$ cat config.mk
export PLATFORM = sky130hd
export DESIGN_NAME = matrix_out_streamer
export DESIGN_NICKNAME = d
export VERILOG_FILES = /design/src/rtl/matrix_out_streamer.sv
export SDC_FILE = /design/constraint.sdc
export NUM_CORES = 1
export LEC_CHECK = 0
export ABC_AREA = 1
export ABC_CLOCK_PERIOD_IN_PS = 11600
export CAP_MARGIN = 20
export CELL_PAD_IN_SITES_DETAIL_PLACEMENT = 1
export CELL_PAD_IN_SITES_GLOBAL_PLACEMENT = 1
export CORE_ASPECT_RATIO = 0.75
export CORE_MARGIN = 4
export CORE_UTILIZATION = 39
export DETAILED_ROUTE_END_ITERATION = 16
export PLACE_DENSITY = 0.79
export SLEW_MARGIN = 30
export SYNTH_ARGS = -nofsm -noshare
export SYNTH_HDL_FRONTEND = slang
export SYNTH_SLANG_ARGS = --single-unit
$ cat constraint.sdc
create_clock -name clk -period 11.6 [get_ports clk]
set_clock_uncertainty 0.1 [all_clocks]
set_input_delay 2.32 -clock clk [delete_from_list [all_inputs] [get_ports clk]]
set_output_delay 2.32 -clock clk [all_outputs]
set_load 0.05 [all_outputs]
$ cat src/rtl/matrix_out_streamer.sv
// Streams a captured systolic-array result matrix out one row per handshake.
// A rising edge of matrix_rdy snapshots the whole matrix; rows drain under valid/ready flow control.
module matrix_out_streamer #(
  parameter int ROWS      = 4,
  parameter int COLS      = 4,
  parameter int WORD_SIZE = 16,
  localparam int RW       = (ROWS > 1) ? $clog2(ROWS) : 1
) (
  input  logic                            clk,
  input  logic                            rst,
  input  logic                            matrix_rdy,
  input  logic [ROWS*COLS*WORD_SIZE-1:0]  output_matrix,
  input  logic                            out_ready,
  input  logic                            clr_overrun,
  output logic                            out_valid,
  output logic [COLS*WORD_SIZE-1:0]       out_data,
  output logic [RW-1:0]                   out_row_idx,
  output logic                            out_last,
  output logic                            busy,
  output logic                            overrun,
  output logic [7:0]                      frame_count
);

  localparam int ROW_W = COLS * WORD_SIZE;
  localparam logic [RW-1:0] LAST_ROW = RW'(ROWS - 1);

  typedef enum logic {IDLE, STREAM} state_t;

  state_t            state_q;
  logic              rdy_q;
  logic [RW-1:0]     row_q;
  logic [ROW_W-1:0]  buf_q [ROWS];
  logic              out_valid_q;
  logic              out_last_q;
  logic [ROW_W-1:0]  out_data_q;
  logic [RW-1:0]     out_row_idx_q;
  logic              overrun_q;
  logic [7:0]        frame_count_q;

  logic              startEvent;
  logic              transfer;
  logic              onLastRow;
  logic              lastTransfer;
  logic              loadMatrix;
  logic [RW-1:0]     nextRow;

  assign startEvent   = matrix_rdy & ~rdy_q;
  assign transfer     = (state_q == STREAM) & out_ready;
  assign onLastRow    = (row_q == LAST_ROW);
  assign lastTransfer = transfer & onLastRow;
  // A new matrix is accepted when idle, or exactly as the last row leaves (no bubble).
  assign loadMatrix   = startEvent & ((state_q == IDLE) | lastTransfer);
  assign nextRow      = row_q + 1'b1;

  always_ff @(posedge clk) begin
    if (!rst) begin
      state_q       <= IDLE;
      rdy_q         <= 1'b0;
      row_q         <= '0;
      out_valid_q   <= 1'b0;
      out_last_q    <= 1'b0;
      out_data_q    <= '0;
      out_row_idx_q <= '0;
      overrun_q     <= 1'b0;
      frame_count_q <= 8'd0;
      for (int r = 0; r < ROWS; r++) begin
        buf_q[r] <= '0;
      end
    end else begin
      rdy_q <= matrix_rdy;

      if (clr_overrun) begin
        overrun_q <= 1'b0;
      end

      case (state_q)
        IDLE: begin
          out_valid_q <= 1'b0;
          out_last_q  <= 1'b0;
        end
        STREAM: begin
          if (transfer && !onLastRow) begin
            row_q         <= nextRow;
            out_data_q    <= buf_q[nextRow];
            out_row_idx_q <= nextRow;
            out_last_q    <= (nextRow == LAST_ROW);
          end else if (lastTransfer) begin
            frame_count_q <= frame_count_q + 8'd1;
            state_q       <= IDLE;
            out_valid_q   <= 1'b0;
            out_last_q    <= 1'b0;
          end
          // Set placed after the clear so a simultaneous set wins.
          if (startEvent && !lastTransfer) begin
            overrun_q <= 1'b1;
          end
        end
        default: state_q <= IDLE;
      endcase

      // Later assignments override the drain/idle updates above.
      if (loadMatrix) begin
        state_q       <= STREAM;
        row_q         <= '0;
        out_valid_q   <= 1'b1;
        out_data_q    <= output_matrix[ROW_W-1:0];
        out_row_idx_q <= '0;
        out_last_q    <= (ROWS == 1);
        for (int r = 0; r < ROWS; r++) begin
          buf_q[r] <= output_matrix[r*ROW_W +: ROW_W];
        end
      end
    end
  end

  assign out_valid   = out_valid_q;
  assign out_data    = out_data_q;
  assign out_row_idx = out_row_idx_q;
  assign out_last    = out_last_q;
  assign busy        = (state_q == STREAM);
  assign overrun     = overrun_q;
  assign frame_count = frame_count_q;

endmodule

==> results of run 1 <==
## critical path, stage by stage
cell and delay (ns):
clkdlybuf4s50_1 0.60, nand3_4 0.16, nand2_2 0.16, nand2_4 0.18
nand2_4 0.71, buf_4 0.86
## through the flow
step	cell area (um2)	worst slack, ns	hold WS, ns	util
2_1_floorplan	16560	2.513	0.4419	-
3_3_place_gp	20140	6.066	0.3632	0.4799
3_5_place_dp	20150	6.010	0.3665	0.4802
4_1_cts	21300	6.581	0.3770	0.5076
5_1_grt	21350	6.396	0.4184	0.5088
6_report	21350	6.570	0.3762	0.5088
## worst paths after layout
path         cells after the start                         from                     endpoint  slack (ns)
max                              6                    out_ready   buf_q[0][31]$_SDFFCE_PN0P_        6.57
min reg2reg                      2  frame_count[4]$_SDFFE_PN0P_  frame_count[4]$_SDFFE_PN0P_        0.38
min                              2  frame_count[4]$_SDFFE_PN0P_  frame_count[4]$_SDFFE_PN0P_        0.38
max reg2reg                      9  out_row_idx[0]$_SDFFE_PP0P_    out_data[59]$_SDFFE_PN0P_        7.38
## area by class of cell
type | count | area, um2 | share of cell area
clock buffers | 47 | 1036 | 0.04852
repair buffers | 352 | 3516 | 0.1647
inverters | 341 | 1295 | 0.06065
clock inverters | 19 | 112.6 | 0.005274
multi-input cells | 1122 | 5401 | 0.2530
diodes | 2 | 5.005 | 0.0002344
flip-flops and latches | 335 | 9273 | 0.4343
well taps | 569 | 711.9 | 0.03335
## power by group
group | internal, mW | switching (mW)
combinational | 0.190 | 0.325
sequential | 1.39 | 0.0396
clock | 0.652 | 0.486
## cells in the mapped netlist
master / n
nand2_4: 2
a21oi_1: 57
ha_1: 3
o21ai_0: 62
nor2_8: 1
inv_4: 1
nor2_1: 282
inv_2: 2
nand2_1: 503
clkbuf_1: 55
buf_1: 10
inv_1: 337
buf_4: 3
nand2_2: 1
o21ai_1: 3
o21a_1: 1
nor2_4: 103
a21boi_2: 1
nand3_4: 1
dfxtp_1: 79
edfxtp_1: 256
buf_2: 14
o22ai_1: 10
nand3b_1: 4
nand3_1: 86
clkinv_1: 1
buf_6: 7
nor3_1: 2
buf_12: 11
## per-layer routing
metal	global-route usage	wire length [um]	vias to the layer above
li1	-	-	6401
met1	0.2894	22540	6618
met2	0.3910	25840	325
met3	0.03649	2314	81
met4	0.06870	1444	0
met5	0	0	-
## cells by family (layout without fill, tap and decap cells)
kind of cell	Yosys count	count (layout)
compound gates	134	134
fa+ha+maj	3	3
buf+inv	441	759
flops	335	335
other cells	0	2
simple gates	985	985
## sequential cells by signal (all words and copies together) (netlist names)
register and cells:
out_last 1, frame_count 8, buf_q 256, out_row_idx 2
out_data 64, overrun 1, rdy_q 1, busy 1
out_valid 1
==> results_dict.tcl, run 1 <==
set metrics [dict create \
    status "finished clean" \
    drt_first_pass_iters 5 \
    path_clk_slew_ns 0.05 \
    cts_tree "done" \
    tns_ns 0 \
    vias 13430 \
    synth-simple-area-share 0.2804 \
    syn_nets 2162 \
    yosysTopAreaCellShare 0.4642 \
    syn-instance-count 1898 \
    path_class "primary input to flop" \
    end_kind "flop" \
    power_mw 3.084 \
    worst_pin_slew_ns 0.9852 \
    gp_congestion 0.7954 \
    drtIter0Drc 852 \
    synth_top_area_cell "edfxtp_1" \
    nNetsFinal 2453 \
    muxShareOfSynthArea 0 \
    cts_resized 0 \
    drtAntennaViolNets 0 \
    vias_per_cell 4.817 \
    drv_slew 0 \
    fill_cells 4882 \
    yosys.area_share.xor_xnor 0 \
    power.leakage_nw 9.366 \
    cts_buffers 37 \
    final_common_cell "nand2_1" \
    wl_mm 52.13 \
    syn-cell-area_um2 16560 \
    grt-ovfl-total 0 \
    clock_latency_ns 0.52 \
    clkSinkCount 335 \
    rsz0062_at_grt "no" \
    synth-seq-area-share 0.5597 \
    grt_max_degree 113 \
    synth_warnings 0 \
    place_inst 2717 \
    finalCriticalPeriod_ns 5.030 \
    drc_errors 0 \
    core_um2 41970 \
    crit_path_max_fanout 71 \
    antenna_found_initial 2 \
    area_growth_pct 28.93 \
    cts_buffer_depth 3 \
    grt_pass1_vias 14670 \
    finalHoldViolCount 0 \
    final_cell_mix "502 x nand2_1, 337 x clkdlybuf4s50_1, 335 x inv_1" \
    grt_util_all_layers 0.2249 \
    fmax_mhz 198.8 \
    slew_headroom 0.3432 \
    cts_hold_buf 0 \
    drive_gt1_frac 0.08258 \
    hpwl_mm 33.46 \
    grt_pass1_wl_mm 81.39 \
    port_buffers 338 \
    wire_per_inst_um 18.70 \
    drv_cap 0 \
    required_ns 11.65 \
    syn_avg_cell_area_um2 8.725 \
    setup_viol 0 \
    synthTopCellsByArea "edfxtp_1 46%, nand2_1 11%, dfxtp_1 9.6%, inv_1 7.6%, nor2_4 7.0%" \
    powerDensity_nw_per_um2 144.5 \
    synth-compound-area-share 0.04178 \
    yosys.area_share.adder 0.002267 \
    yosys.cell_types.count 29 \
    peakVddDrop_v 0.0001072 \
    die_y_um 186.5 \
    dieWidth_um 245.9 \
    htreeDepth 2 \
    dieArea_um2 45860 \
    layout.cells.non_filler 2787 \
    hp-class "flop to flop" \
    synth_seq_cells 335 \
    top_level_ports 339 \
    period_share 0.4337 \
    worstPathArrival_ns 5.08 \
    post_cts_buffers 0 \
    initial_core_util 0.3946 \
    synth_top_family_by_area "simple AND/OR/NAND/NOR gates" \
    rows 65 \
    cp-start-kind "primary input" \
    cts-root-buf "clkbuf_16" \
]
(Power assumes the default switching activity.)
==> run 2: changes to the inputs <==
--- a/config.mk
+++ b/config.mk
@@ -6,7 +6,7 @@
 export NUM_CORES = 1
 export LEC_CHECK = 0
 export ABC_AREA = 1
-export ABC_CLOCK_PERIOD_IN_PS = 11600
+export ABC_CLOCK_PERIOD_IN_PS = 5100
 export CAP_MARGIN = 20
 export CELL_PAD_IN_SITES_DETAIL_PLACEMENT = 1
 export CELL_PAD_IN_SITES_GLOBAL_PLACEMENT = 1
==> constraint.sdc (replaced) <==
create_clock -name clk -period 5.1 [get_ports clk]
set_clock_uncertainty 0.1 [all_clocks]
set_input_delay 1.02 -clock clk [delete_from_list [all_inputs] [get_ports clk]]
set_output_delay 1.02 -clock clk [all_outputs]
set_load 0.05 [all_outputs]
==> run 2 against run 1 <==
Wire length is 2.1% lower. Clock power up 130%. Total power grew 130%. Worst setup slack worse by 5.2 ns. Die area is the same. Worst hold slack lost 0.0086 ns. Combinational power is 130% higher. Flip-flop and latch count unchanged. Core utilization up 0.29 points. First-iteration DRC count rose by 6.0%. Critical path type is now flop to output pin. Critical endpoint is now out_row_idx[0]. Largest power group unchanged. Highest routed layer unchanged.
==> results_dict.tcl, run 2 (same netlist as run 1, synthesis figures left out) <==
set metrics [dict create \
    status "finished clean" \
    cts_hold_buf 0 \
    drt_first_pass_iters 5 \
    worstPathArrival_ns 2.61 \
    drc_errors 0 \
    finish.utilization 0.5117 \
    setup_ws_ns 1.372 \
    dieWidth_um 245.9 \
    post_cts_buffers 0 \
    die_y_um 186.5 \
    placed_area_um2 20290 \
    drtIter0Drc 903 \
    place_inst 2726 \
    path_clk_slew_ns 0.06 \
    initial_core_util 0.3946 \
    worst_pin_slew_ns 0.9467 \
    grt_util_all_layers 0.2225 \
    power_mw 7.030 \
    port_buffers 338 \
    required_ns 3.98 \
    path_class "flop to output pin" \
    period_share 0.7310 \
    largest_reg_flops 256 \
    cts-root-buf "clkbuf_16" \
    hold_ws_ns 0.3677 \
    grt_max_degree 98 \
    drtAntennaViolNets 0 \
    antenna_found_initial 2 \
    fill_cells 4891 \
    clkSinkCount 335 \
    vias_per_cell 4.805 \
    cts_buffers 37 \
    finalCriticalPeriod_ns 3.728 \
    hpwl_mm 34.69 \
    gp_congestion 0.7909 \
    crit_path_max_fanout 36 \
    cts_buffer_depth 3 \
    grt_pass1_vias 14690 \
    power.leakage_nw 9.427 \
    vias 13430 \
    peakVddDrop_v 0.0002270 \
    grt-ovfl-total 0 \
    top_level_ports 339 \
    setup_viol 0 \
    fmax_mhz 268.2 \
    wire_per_inst_um 18.25 \
    rsz0062_at_grt "no" \
    htreeDepth 2 \
    largest_register "buf_q" \
    slew_headroom 0.3689 \
    stdcell_area_um2 21470 \
    powerDensity_nw_per_um2 327.4 \
    layout.cells.non_filler 2796 \
    drive_gt1_frac 0.08764 \
    drv_slew 0 \
    wl_mm 51.03 \
    cp-start-kind "flop" \
    cts_resized 0 \
    final_cell_mix "502 x nand2_1, 337 x clkdlybuf4s50_1, 335 x inv_1" \
    dieArea_um2 45860 \
    nNetsFinal 2460 \
    clock_latency_ns 0.53 \
    drv_cap 0 \
    end_kind "output pin" \
    final_common_cell "nand2_1" \
    rows 65 \
    core_um2 41970 \
    tns_ns 0 \
    area_growth_pct 29.66 \
    finalHoldViolCount 0 \
    grt_pass1_wl_mm 81.05 \
    dp_slack_ns 1.038 \
    hp-class "flop to flop" \
    cts_tree "done" \
]
[run 2: cell types whose count changed in the layout (fill, tap and decap cells not counted), sizes merged]
cell	delta
buf	+7
bufinv	-1
clkbuf	+8
clkinv	-6
clkinvlp	+1
[run 2: cell type report]
class                   count  area [um2]  area share
inverters                 341        1295     0.06031
well taps                 569       711.9     0.03316
clock buffers              55        1106     0.05151
flip-flops and latches    335        9273      0.4319
multi-input cells        1122        5401      0.2516
diodes                      2       5.005   0.0002331
repair buffers            359        3611      0.1682
clock inverters            13       68.82    0.003205
[run 2: critical path, cell delays in order (launching register included)]
cell and delay, ns:
dfxtp_4 0.67, buf_4 0.48, clkdlybuf4s50_1 0.90
[run 2: layer usage]
layer  wire (um)  vias up  part of all wire  track usage
met4        1273        0             0.025      0.05431
met3        2628       89             0.051      0.03577
li1            -     6404                 -            -
met2       25330      376              0.50       0.3883
met1       21800     6565              0.43       0.2912
met5           0        -                 0            0
[run 2: path summary, 6_finish.rpt]
kind                                from                   endpoint  slack (ns)  cells after the start
min reg2reg       out_valid$_SDFFE_PN0P_     out_valid$_SDFFE_PN0P_        0.37                      1
min               out_valid$_SDFFE_PN0P_     out_valid$_SDFFE_PN0P_        0.37                      1
max reg2reg  out_row_idx[0]$_SDFFE_PP0P_  out_data[50]$_SDFFE_PN0P_        1.77                      8
max          out_row_idx[0]$_SDFFE_PP0P_             out_row_idx[0]        1.37                      2
[run 2: power by group]
part	total [mW]	leakage (nW)	internal, mW	switching [mW]
clock	2.60	0.576	1.50	1.09
combinational	1.18	5.46	0.440	0.738
sequential	3.25	3.39	3.16	0.0894
